===== config.mk =====
export PLATFORM = sky130hd
export DESIGN_NAME = fifo_uart_tx
export DESIGN_NICKNAME = d
export VERILOG_FILES = /design/src/rtl/fifo_uart_pkg.sv /design/src/rtl/uart_baud_tick.sv /design/src/rtl/fifo_uart_tx.sv
export SDC_FILE = /design/constraint.sdc
export NUM_CORES = 1
export LEC_CHECK = 0
export ABC_AREA = 1
export CORE_ASPECT_RATIO = 1.5
export CORE_MARGIN = 1.5
export CORE_UTILIZATION = 40
export CTS_BUF_LIST = sky130_fd_sc_hd__clkbuf_4 sky130_fd_sc_hd__clkbuf_8
export DETAILED_ROUTE_END_ITERATION = 8
export GPL_TIMING_DRIVEN = 0
export PLACE_DENSITY_LB_ADDON = 0.25
export SYNTH_ARGS = -nofsm -noshare
export SYNTH_HDL_FRONTEND = slang
export SYNTH_SLANG_ARGS = --single-unit

===== constraint.sdc =====
create_clock -name clk -period 3.3 [get_ports clk]
set_input_delay 0.66 -clock clk [delete_from_list [all_inputs] [get_ports clk]]
set_output_delay 0.66 -clock clk [all_outputs]
set_load 0.03 [all_outputs]

===== src/rtl/fifo_uart_pkg.sv =====
// fifo_uart_pkg: shared state encoding and line constants for the FIFO-fed UART transmitter
package fifo_uart_pkg;
  typedef enum logic [2:0] {IDLE, REQ, LOAD, START, DATA, PARITY, STOP} state_t;
  localparam int DATA_BITS = 8;
  localparam logic IDLE_LEVEL = 1'b1;
  localparam logic START_LEVEL = 1'b0;
endpackage


===== src/rtl/uart_baud_tick.sv =====
// uart_baud_tick: counts CLKS_PER_BIT cycles and flags the last cycle of each bit
module uart_baud_tick #(
  parameter int CLKS_PER_BIT = 16
) (
  input  logic clk,
  input  logic rst,
  input  logic clear,
  output logic bit_end
);
  localparam int W = $clog2(CLKS_PER_BIT);
  logic [W-1:0] cnt;
  assign bit_end = cnt == W'(CLKS_PER_BIT - 1);
  always_ff @(posedge clk)
    if (rst || clear || bit_end) cnt <= '0;
    else cnt <= cnt + 1'b1;
endmodule


===== src/rtl/fifo_uart_tx.sv =====
// fifo_uart_tx: pops bytes from the FIFO read port and serialises them as UART frames
module fifo_uart_tx
  import fifo_uart_pkg::*;
#(
  parameter int CLKS_PER_BIT = 16,
  parameter bit PARITY_EN = 1'b0,
  parameter int CNT_W = 16
) (
  input  logic             clk,
  input  logic             rst,
  input  logic             tx_en,
  input  logic             buf_empty,
  input  logic [7:0]       buf_out,
  output logic             rd_en,
  output logic             tx,
  output logic             busy,
  output logic             frame_done,
  output logic [CNT_W-1:0] byte_count
);
  state_t state;
  logic [DATA_BITS-1:0] shift;
  logic [2:0] idx;
  logic parity;
  logic bit_end;
  logic clear;
  // holding the counter clear until START means every bit period starts from zero
  assign clear = state inside {IDLE, REQ, LOAD};
  assign busy = state != IDLE;
  assign frame_done = state == STOP && bit_end;
  uart_baud_tick #(.CLKS_PER_BIT(CLKS_PER_BIT)) u_tick (
    .clk(clk),
    .rst(rst),
    .clear(clear),
    .bit_end(bit_end)
  );
  always_ff @(posedge clk)
    if (rst) begin
      state <= IDLE;
      tx <= IDLE_LEVEL;
      rd_en <= 1'b0;
      shift <= '0;
      idx <= '0;
      parity <= 1'b0;
      byte_count <= '0;
    end else begin
      rd_en <= 1'b0;
      case (state)
        IDLE: if (tx_en && !buf_empty) begin
          state <= REQ;
          rd_en <= 1'b1;
        end
        REQ: state <= LOAD;
        LOAD: begin
          shift <= buf_out;
          parity <= ^buf_out;
          tx <= START_LEVEL;
          state <= START;
        end
        START: if (bit_end) begin
          tx <= shift[0];
          idx <= '0;
          state <= DATA;
        end
        DATA: if (bit_end) begin
          shift <= shift >> 1;
          idx <= idx + 1'b1;
          if (idx == 3'(DATA_BITS - 1)) begin
            tx <= PARITY_EN ? parity : IDLE_LEVEL;
            state <= PARITY_EN ? PARITY : STOP;
          end else tx <= shift[1];
        end
        PARITY: if (bit_end) begin
          tx <= IDLE_LEVEL;
          state <= STOP;
        end
        STOP: if (bit_end) begin
          byte_count <= byte_count + 1'b1;
          state <= IDLE;
        end
        default: state <= IDLE;
      endcase
    end
endmodule


==> run metrics, run 1 <==
outcome finished clean; port bufs 31; max-slew violations 0; initial antenna violation count 0; CTS Sinks 36; multi-input logic area 888.4 µm²; crit path cell chain ha_1, nand3_2, nor2_4, buf_6, clkdlybuf4s50_1; YS warnings 0; CTS tree yes; critical path class reg2out; DP Area 2125 µm²; core region area 4209 µm²; largest net degree at the start of global routing 13; WL final just under 4000 µm; Design Area, Final 2236 µm²; register area share after synthesis 0.4103; layout net count 293; relative slew slack 0.6929; sum of buffers and inverters on the critical path 2; Avg Inst Size Synth 7.350 µm²; Diodes inserted 0; Starting Density 0.4174; H-tree depth 2; Main synth FF type dfxtp_1; worst slack, placed 0.8347 ns; Register Area 720.7 µm²; Worst setup SP type flop; Worst VDD drop 275.8 µV; ys async rst share 0; Critical Path End Type output port; final core utilization 0.5312; CP max stage delay about 0.67 ns; DPL Wire Length about 2900 µm; FMAX 357.7 MHz; layout cells sized above 1 0.07914; GR Util All Layers 0.1714; Synth area leaders dfxtp_1 41%, nand2_1 9.8%, nand3_1 6.6%, nor2_1 5.6%, inv_1 5.3%; # fillers 415; first-pass GRT wire length 6603 µm; grt ovf 0; I/O pin count 32; CP Data Arrival Time 2.14 ns; Req. time, crit path 2.64 ns; drt first pass iters 4; worst skew pair latency 0.29 ns; Fin Clk Skew 0.005024 ns; Lkg Pwr 0.8948 nW; final period utilization 0.8472; setup tns final 0 ns; post-detailed-route wirelength per cell 11.98 µm; RSZ-0062 raised after global routing no; post-CTS setup buffers 0; Critical-path top delay cell clkdlybuf4s50_1; Max Cap Violations 0; DRC 0; post-synthesis register bit count 36; Rows 29; Die Width 57.11 µm; top-area cell type share of the netlist area 0.4103; final setup vio count 0; Syn Inst Count ~240; Inserted Clock Buffers 5; number of gates resized after cts 0; Worst Setup Slack, final 0.5043 ns; Reg2Reg Setup Slack 1.65 ns; routed vias/inst around 5.1; CTS Hold Bufs 0; Cell variety after synth 28; CTS Buffer Depth 2; vias in the first global route 1601; worst-margin pin slew around 0.46 ns; die height 84.17 µm; Detail Route Antenna Nets 0; Syn-to-layout area delta 27.28%; worst-path maximum fanout 10; Cell Area, Synth between 1500 and 2000 µm²; post-layout minimum cycle time 2.796 ns; Power Density 448.2 nW/µm²; Vias 1667; Largest delay share family, worst path buffers and inverters; clk slew on worst S/H paths 0.07 ns; syn nets around 260; routability cong. 0.9027; die area 4807 µm²; CTS root buf clkbuf_8; initial DRC count 58; post-synth top area cell dfxtp_1; Worst Hold Class reg2reg; EDFF count, synth 0; Final Hold Fails 0
[synth_stat cells, types with 2 or more instances]
cell / number
nand2_1: 46
dfxtp_1: 36
nor2_1: 26
inv_1: 25
nand3_1: 23
a21oi_1: 18
o21ai_0: 15
a31oi_1: 8
nand4_1: 5
ha_1: 4
nor3_1: 4
buf_6: 3
clkbuf_1: 3
nand2_4: 3
o211ai_1: 3
xor2_1: 3
nand3_2: 2
o21ai_1: 2
[worst register-to-register path, stage by stage (launching register included)]
cell	delay (ns)
dfxtp_1	0.36
ha_1	0.21
nand3_2	0.22
nor3_1	0.38
nand3_1	0.14
o21ai_0	0.19
nor2_1	0.06
[cell type report]
class                           instances  share of cell area
Buffer                                  7             0.02238
Inverter                               26             0.04365
Clock inverter                          3             0.01903
Clock buffer                            5             0.03078
Multi-Input combinational cell        170              0.3973
Sequential cell                        36              0.3223
Tap cell                               46             0.02574
Timing Repair Buffer                   31              0.1388
[metal layers]
layer  up-vias  track usage  routed length, µm
li1        872            -                  -
met1       757       0.1771               1569
met2        29       0.3177               2084
met3         9      0.04314                146
met4         0      0.07188                 83
met5         -            0                  0
[stage by stage]
step / total power [mW] / cells / hold slack [ns]
after floorplan: 0.5751 / 239 / 0.4179
after global placement: 0.6210 / 316 / 0.4307
after detailed placement: 0.6216 / 316 / 0.4451
after CTS: 1.012 / 324 / 0.4556
after global routing: 1.049 / 324 / 0.4723
final: 1.002 / 324 / 0.4620
[power breakdown]
part | total, mW | internal, mW | switching (mW)
sequential | 0.465 | 0.455 | 0.0101
combinational | 0.146 | 0.0598 | 0.0864
clock | 0.390 | 0.224 | 0.167
total | 1.00 | 0.739 | 0.264
[registers in the layout, indices dropped and copies added, names as in the netlist]
signal / flops
byte_count: 16
shift: 8
u_tick.cnt: 4
idx: 3
state: 3
rd_en: 1
tx: 1
[cells in the final DEF (no fill, tap or decap), drive strengths merged, types with 3 or more instances in the layout]
master	count
inv	26
ha	4
clkdlybuf4s50	31
nor2	29
o211ai	3
nand4	5
xor2	3
a21oi	18
o21ai	17
a31oi	8
dfxtp	36
nand2	50
buf	4
clkbuf	8
nand3	25
nor3	4
[cell families (layout without fill, tap and decap cells)]
logic type      count (synthesis)  count (layout)  synth area share
simple gates                  115             115            0.3120
flops                          36              36            0.4103
xor+xnor                        4               4           0.01995
compound gates                 47              47            0.1453
fa+ha+maj                       4               4           0.02849
buf+inv                        33              72           0.08404
[worst paths after layout]
| path | startpoint | cells past startpoint | endpoint |
|---|---|---|---|
| setup / recovery | u_tick.cnt[0]$_SDFF_PP0_ | 5 | frame_done |
| hold / removal | u_tick.cnt[0]$_SDFF_PP0_ | 1 | u_tick.cnt[0]$_SDFF_PP0_ |
| setup reg to reg | u_tick.cnt[0]$_SDFF_PP0_ | 6 | byte_count[14]$_SDFFE_PP0P_ |
| hold reg to reg | u_tick.cnt[0]$_SDFF_PP0_ | 1 | u_tick.cnt[0]$_SDFF_PP0_ |
No activity file was read; power rests on OpenSTA's default activity.
==> run 2: changes to the inputs <==
Clock period 3.3 ns to 2.3 ns, I/O delays scaled along.
==> run 2 against run 1 <==
Wire length down 0.54%. Clock power up 43%. Worst hold slack about the same. Global-route usage unchanged. Sequential share of layout area about the same. Non-clock buffer count unchanged. Largest power group unchanged.
==> run metrics, run 2 (synthesis gave the netlist of run 1 again) <==
Vias 1674 (was 1667); number of flip-flops in the largest register 16 (unchanged); M1 wire length 1570 µm (was 1569 µm); hold path depth 1 (unchanged); Power Density 643.7 nW/µm² (was 448.2 nW/µm²); die height 84.17 µm (unchanged); grt ovf 0 (unchanged); post-detailed-route wirelength per cell 11.92 µm (was 11.98 µm); layout net count 293 (unchanged); routability cong. 0.9027 (unchanged); hold path endpoint u_tick.cnt[0]$_SDFF_PP0_ (unchanged); CTS root buf clkbuf_8 (unchanged); final period utilization 0.9298; post-CTS setup buffers 0 (unchanged); initial antenna violation count 0 (unchanged); WL met3 138 µm (was 146 µm); # fillers 415 (unchanged); routed vias/inst 5.167 (was 5.145); Critical-path top delay cell clkdlybuf4s50_1 (unchanged); Design Area, Final 2233 µm² (was 2236 µm²); Rows 29 (unchanged); R2R Path End byte_count[14]$_SDFFE_PP0P_ (unchanged); largest net degree at the start of global routing 13 (unchanged); Worst VDD drop 395.3 µV (was 275.8 µV); Final Hold Fails 0 (unchanged); Fin Clk Skew 0.004796 ns (was 0.005024 ns); CTS Sinks 36 (unchanged); most common cell after layout, fill and taps aside nand2_1 (unchanged); worst-margin pin slew 0.4560 ns (was 0.4607 ns); Largest regs byte_count: 16 flops, shift: 8 flops, u_tick.cnt: 4 flops (unchanged); layout cells sized above 1 0.08633 (was 0.07914); DRC 0 (unchanged); first-pass GRT wire length 6603 µm (unchanged); GR Util All Layers 0.1714 (unchanged); setup tns final 0 ns (unchanged); Syn-to-layout area delta 27.14% (was 27.28%); FMAX 467.6 MHz; drt first pass iters 4 (unchanged); Req. time, crit path 1.84 ns (was 2.64 ns); Worst setup SP type flop (unchanged); vias in the first global route 1601 (unchanged); DP Area 2125 µm² (unchanged); most frequent cells in the layout 46 x nand2_1, 36 x dfxtp_1, 30 x clkdlybuf4s50_1 (was 46 x nand2_1, 36 x dfxtp_1, 31 x clkdlybuf4s50_1); die area 4807 µm² (unchanged); reg-to-reg startpoint u_tick.cnt[0]$_SDFF_PP0_ (unchanged); Register Area 720.7 µm² (unchanged); Max Cap Violations 0 (unchanged); Diodes inserted 0 (unchanged); port bufs 31 (unchanged); Reg2Reg Setup Slack 0.65 ns (was 1.65 ns); CTS Buffer Depth 2 (unchanged); worst skew pair latency 0.29 ns (about the same); critical path class reg2out (unchanged); clk slew on worst S/H paths 0.07 ns (about the same); outcome finished clean (unchanged); CTS tree yes (unchanged); Final Power 1.438 mW (was 1.002 mW); Reg2Reg Depth 6 (unchanged); Starting Density 0.4174 (unchanged); Lkg Pwr 0.8968 nW (was 0.8948 nW); DPL Wire Length 2874 µm (unchanged); max-slew violations 0 (unchanged); relative slew slack 0.6960 (was 0.6929); WL final 3862 µm (was 3883 µm); final setup vio count 0 (unchanged); worst-path maximum fanout 7 (was 10); RSZ-0062 raised after global routing no (unchanged); min-delay src u_tick.cnt[0]$_SDFF_PP0_ (unchanged); CP Data Arrival Time 1.68 ns (was 2.14 ns); multi-input logic area 890.9 µm² (was 888.4 µm²); Die Width 57.11 µm (unchanged); crit path cell chain nor2_2, nand2_1, clkdlybuf4s50_1 (was ha_1, nand3_2, nor2_4, buf_6, clkdlybuf4s50_1); H-tree depth 2 (unchanged); Worst Setup SP state[2]$_SDFFE_PP0P_ (was u_tick.cnt[0]$_SDFF_PP0_); Critical Path End Type output port (unchanged); I/O pin count 32 (unchanged); CP max stage delay 0.67 ns (about the same); Reg with most FFs byte_count (unchanged); top routing layer in use met4 (unchanged); Worst Hold Class reg2reg (unchanged); Detail Route Antenna Nets 0 (unchanged); Inserted Clock Buffers 5 (unchanged); initial DRC count 56 (was 58); core region area 4209 µm² (unchanged); DR WL met2 2068 µm (was 2084 µm); post-layout minimum cycle time 2.138 ns
[run 2: cell types whose count changed in the layout (fill, tap and decap cells not counted), sizes merged]
cell	change
clkbuf	+1
clkdlybuf4s50	-1
[run 2: area by class of cell]
| type | instances | share of cell area |
|---|---|---|
| timing repair buffer | 31 | 0.1367 |
| multi-input combinational | 170 | 0.3989 |
| clock buffer | 5 | 0.03081 |
| sequential | 36 | 0.3227 |
| buffer | 7 | 0.02241 |
| clock inverter | 3 | 0.01905 |
| inverter | 26 | 0.04370 |
| tap | 46 | 0.02577 |
[run 2: worst max-delay path by stage]
stage | endpoint | slack (ns) | depth (start not counted)
after floorplan | byte_count[14]$_SDFFE_PP0P_ | 0.77 | 6
after global placement | frame_done | 0.03 | 5
after detailed placement | frame_done | 0.03 | 5
after CTS | frame_done | 0.007 | 5
after global routing | frame_done | 0.06 | 5
final | busy | 0.16 | 3
[run 2: where the power goes]
part	internal [mW]	leakage [nW]	switching (mW)
Sequential	0.653	0.291	0.0147
Combinational	0.0867	0.552	0.124
Clock	0.321	0.0541	0.238
Total	1.06	0.897	0.377
[run 2: critical path: cells and delay by family (launching register included)]
| kind | cells | cell delay, ns |
|---|---|---|
| flip-flops | 1 | 0.51 |
| buffers and inverters | 1 | 0.67 |
| AND/OR/NAND/NOR | 2 | 0.22 |
[run 2: stage by stage]
step,setup slack [ns],hold slack [ns],instances,utilization
floorplan,0.7708,0.4179,239,-
global placement,0.02507,0.4307,316,0.5048
finish,0.1615,0.4620,324,0.5306
CTS,0.007205,0.4556,324,0.5312
detailed placement,0.03471,0.4451,316,0.5048
global route,0.05768,0.4723,324,0.5306
[run 2: what timing repair did]
item	CTS	global route
hold buffers	0	0
endpoints found under the setup margin	1	2
pin swaps	0	0
gates resized for setup	2	2
[run 2: metal layers]
metal,vias up,global-route usage
met3,9,0.04314
li1,871,-
met2,29,0.3177
met5,-,0
met4,0,0.07188
met1,765,0.1771
==> run 3: changes to the inputs <==
Settings changed: SYNTH_HIERARCHICAL set to 1, TNS_END_PERCENT set to 5.
==> run 3 against run 2 <==
Final cell count grew 6.8%. Synthesized cell count grew 8.4%. Count of clock-buffer cells in the layout grew 3. Sequential cell count is the same. Clock skew is essentially flat. Worst hold slack lost 0.011 ns. Combinational power grew to 3.0 times the previous value. Worst setup slack lost 0.035 ns. Via count grew 1.6%. Critical path depth grew 3. Global-route usage grew 0.18 points. Critical endpoint is now frame_done. Largest cell class unchanged. Largest power group unchanged. Highest routed layer unchanged.
==> run metrics, run 3 <==
CP Data Arrival Time 1.71 ns (was 1.68 ns); post-CTS setup buffers 0 (unchanged); Largest regs byte_count: 16 flops, shift: 8 flops, u_tick/cnt: 4 flops (was byte_count: 16 flops, shift: 8 flops, u_tick.cnt: 4 flops); CTS tree yes (unchanged); Power Density 824.5 nW/µm² (was 643.7 nW/µm²); worst-margin pin slew 0.5647 ns (was 0.4560 ns); final period utilization 0.9448 (was 0.9298); Max Cap Violations 0 (unchanged); most frequent cells in the layout 57 x nand2_1, 36 x nor2_1, 35 x dfxtp_1 (was 46 x nand2_1, 36 x dfxtp_1, 30 x clkdlybuf4s50_1); ys async rst share 0 (unchanged); Post-synth top cells 57 x nand2_1, 36 x dfxtp_1, 36 x nor2_1 (was 46 x nand2_1, 36 x dfxtp_1, 26 x nor2_1); CTS root buf clkbuf_8 (unchanged); Layout Cells excl Fill 346 (was 324); final setup vio count 0 (unchanged); RSZ-0062 raised after global routing no (unchanged); Inserted Clock Buffers 5 (unchanged); I/O pin count 32 (unchanged); H-tree depth 2 (unchanged); Starting Density 0.4126 (was 0.4174); Main synth FF type dfxtp_1 (unchanged); part of the power in the clock network 0.253 (was 0.389); Lkg Pwr 1.039 nW (was 0.8968 nW); DPL Wire Length 2875 µm (was 2874 µm); post-layout minimum cycle time 2.173 ns (was 2.138 ns); Critical Path End Type output port (unchanged); Logic pwr share 0.335 (was 0.147); internal power 1.203 mW (was 1.061 mW); Diodes inserted 0 (unchanged); routed vias/inst 4.916 (was 5.167); Reg with most FFs byte_count (unchanged); routability cong. 0.7684 (was 0.9027); top-area cell type share of the netlist area 0.3910 (was 0.4103); max-slew violations 0 (unchanged); Die Width 58.42 µm (was 57.11 µm); Avg Inst Size Synth 7.116 µm² (was 7.350 µm²); Req. time, crit path 1.84 ns (about the same); layout net count 313 (was 293); outcome finished clean (unchanged); worst-path maximum fanout 8 (was 7); initial DRC count 91 (was 56); core region area 4467 µm² (was 4209 µm²); layout cells sized above 1 0.1208 (was 0.08633); CTS Sinks 36 (unchanged); most common cell after layout, fill and taps aside nand2_1 (unchanged); Detail Route Antenna Nets 0 (unchanged); sequential share of power 0.412 (was 0.465); Final Power 1.905 mW (was 1.438 mW); switching share of power 0.3684 (was 0.2623); die area 5032 µm² (was 4807 µm²); CP max stage delay 0.37 ns (was 0.67 ns); Worst setup SP type flop (unchanged); grt ovf 0 (unchanged); initial antenna violation count 0 (unchanged); DP Cell Count 338 (was 316); WL final 3824 µm (was 3862 µm); YS warnings 6 (was 0); post-synth top area cell dfxtp_1 (unchanged); drt first pass iters 4 (unchanged); post-detailed-route wirelength per cell 11.05 µm (was 11.92 µm); number of flip-flops in the largest register 16 (unchanged); worst skew pair latency 0.28 ns (was 0.29 ns); Cell variety after synth 32 (was 28); Fin Clk Skew 0.004586 ns (was 0.004796 ns); Final Hold Fails 0 (unchanged); Worst Hold Class reg2reg (unchanged); critical path class reg2out (unchanged); Syn Inst Count 259 (was 239); CTS Buffer Depth 2 (unchanged); crit path cell chain ha_1, nand3_2, inv_2, nand2_2, nor2_8, clkdlybuf4s18_2 (was nor2_2, nand2_1, clkdlybuf4s50_1); clk slew on worst S/H paths 0.07 ns (about the same); Cell Area, Synth 1843 µm² (was 1757 µm²); Sw Pwr 0.7019 mW (was 0.3771 mW); Rows 30 (was 29); FMAX 460.2 MHz (was 467.6 MHz); Vias 1701 (was 1674); GR Util All Layers 0.1732 (was 0.1714); port bufs 31 (unchanged); vias in the first global route 1578 (was 1601); Critical-path top delay cell dfxtp_1 (was clkdlybuf4s50_1); count leader, synth nand2_1 (unchanged); Synth area leaders dfxtp_1 39%, nand2_1 12%, nor2_1 7.3%, inv_1 7.1%, o21ai_0 3.8% (was dfxtp_1 41%, nand2_1 9.8%, nand3_1 6.6%, nor2_1 5.6%, inv_1 5.3%); die height 86.14 µm (was 84.17 µm); post-synthesis register bit count 36 (unchanged); DRC 0 (unchanged); Worst VDD drop 451.3 µV (was 395.3 µV); relative slew slack 0.6235 (was 0.6960); CTS Hold Bufs 0 (unchanged); largest net degree at the start of global routing 11 (was 13); register area share after synthesis 0.3910 (was 0.4103); syn nets 275 (was 255); EDFF count, synth 0 (unchanged); first-pass GRT wire length 6748 µm (was 6603 µm); Syn-to-layout area delta 25.39% (was 27.14%); # fillers 460 (was 415)
-- run 3: cell families after synthesis --
family | count (synthesis) | share of synthesized area
fa+ha+maj | 4 | 0.02716
simple gates | 141 | 0.3747
xor+xnor | 2 | 0.009506
flops | 36 | 0.3910
buf+inv | 41 | 0.08826
compound gates | 35 | 0.1093
-- run 3: area by class of cell --
class                      instances  area [µm²]  share of cell area
tap                               48       60.06             0.02599
multi-input combinational        182       959.7              0.4153
inverter                          37       138.9             0.06010
timing repair buffer              31       309.0              0.1337
sequential                        36       721.9              0.3124
buffer                             4       23.77             0.01029
clock buffer                       8       97.59             0.04223
-- run 3: critical path, delay by kind of cell (launching register included) --
family                     cells  cell delay (ns)
DFF                            1             0.37
adders and majority gates      1             0.21
buffers and inverters          2             0.45
and+or+nand+nor                3             0.39
-- run 3: final timing paths --
kind                            slack (ns)                      from  cells after the start                          end
worst max-delay path                  0.13  u_tick/cnt[0]$_SDFF_PP0_                      6                   frame_done
worst min-delay path                  0.45     shift[6]$_SDFFE_PP0P_                      2        shift[6]$_SDFFE_PP0P_
worst max register to register        0.61  u_tick/cnt[0]$_SDFF_PP0_                     10  byte_count[15]$_SDFFE_PP0P_
worst min register to register        0.45     shift[6]$_SDFFE_PP0P_                      2        shift[6]$_SDFFE_PP0P_
-- run 3: metrics by stage --
| step | hold slack (ns) | setup WS (ns) | TNS (ns) | utilization | instance area (µm²) |
|---|---|---|---|---|---|
| 3_3_place_gp | 0.4388 | -0.01689 | -0.01689 | 0.4955 | 2213 |
| 4_1_cts | 0.4532 | 0.03219 | 0 | 0.5176 | 2312 |
| 6_report | 0.4512 | 0.1270 | 0 | 0.5174 | 2311 |
| 5_1_grt | 0.4822 | 0.03160 | 0 | 0.5174 | 2311 |
| 2_1_floorplan | 0.4239 | 0.6627 | 0 | - | 1843 |
| 3_5_place_dp | 0.4432 | -0.02186 | -0.02186 | 0.4955 | 2213 |
-- run 3: repair_timing --
action,CTS,global route
resized for setup,5,2
pin swaps,0,0
endpoints found under the setup margin,2,1
-- run 3: layer usage --
metal | share of wire | track usage
met1 | 0.43 | 0.1976
met2 | 0.52 | 0.2942
met3 | 0.039 | 0.04223
met4 | 0.015 | 0.08457
met5 | 0 | 0
-- run 3: power groups by stage --
stage | Clock [mW] | Combinational, mW | Sequential [mW]
floorplan | 0 | 0.480 | 0.799
global placement | 0 | 0.644 | 0.796
detailed placement | 0 | 0.654 | 0.796
CTS | 0.500 | 0.644 | 0.785
global route | 0.524 | 0.732 | 0.799
finish | 0.482 | 0.639 | 0.784
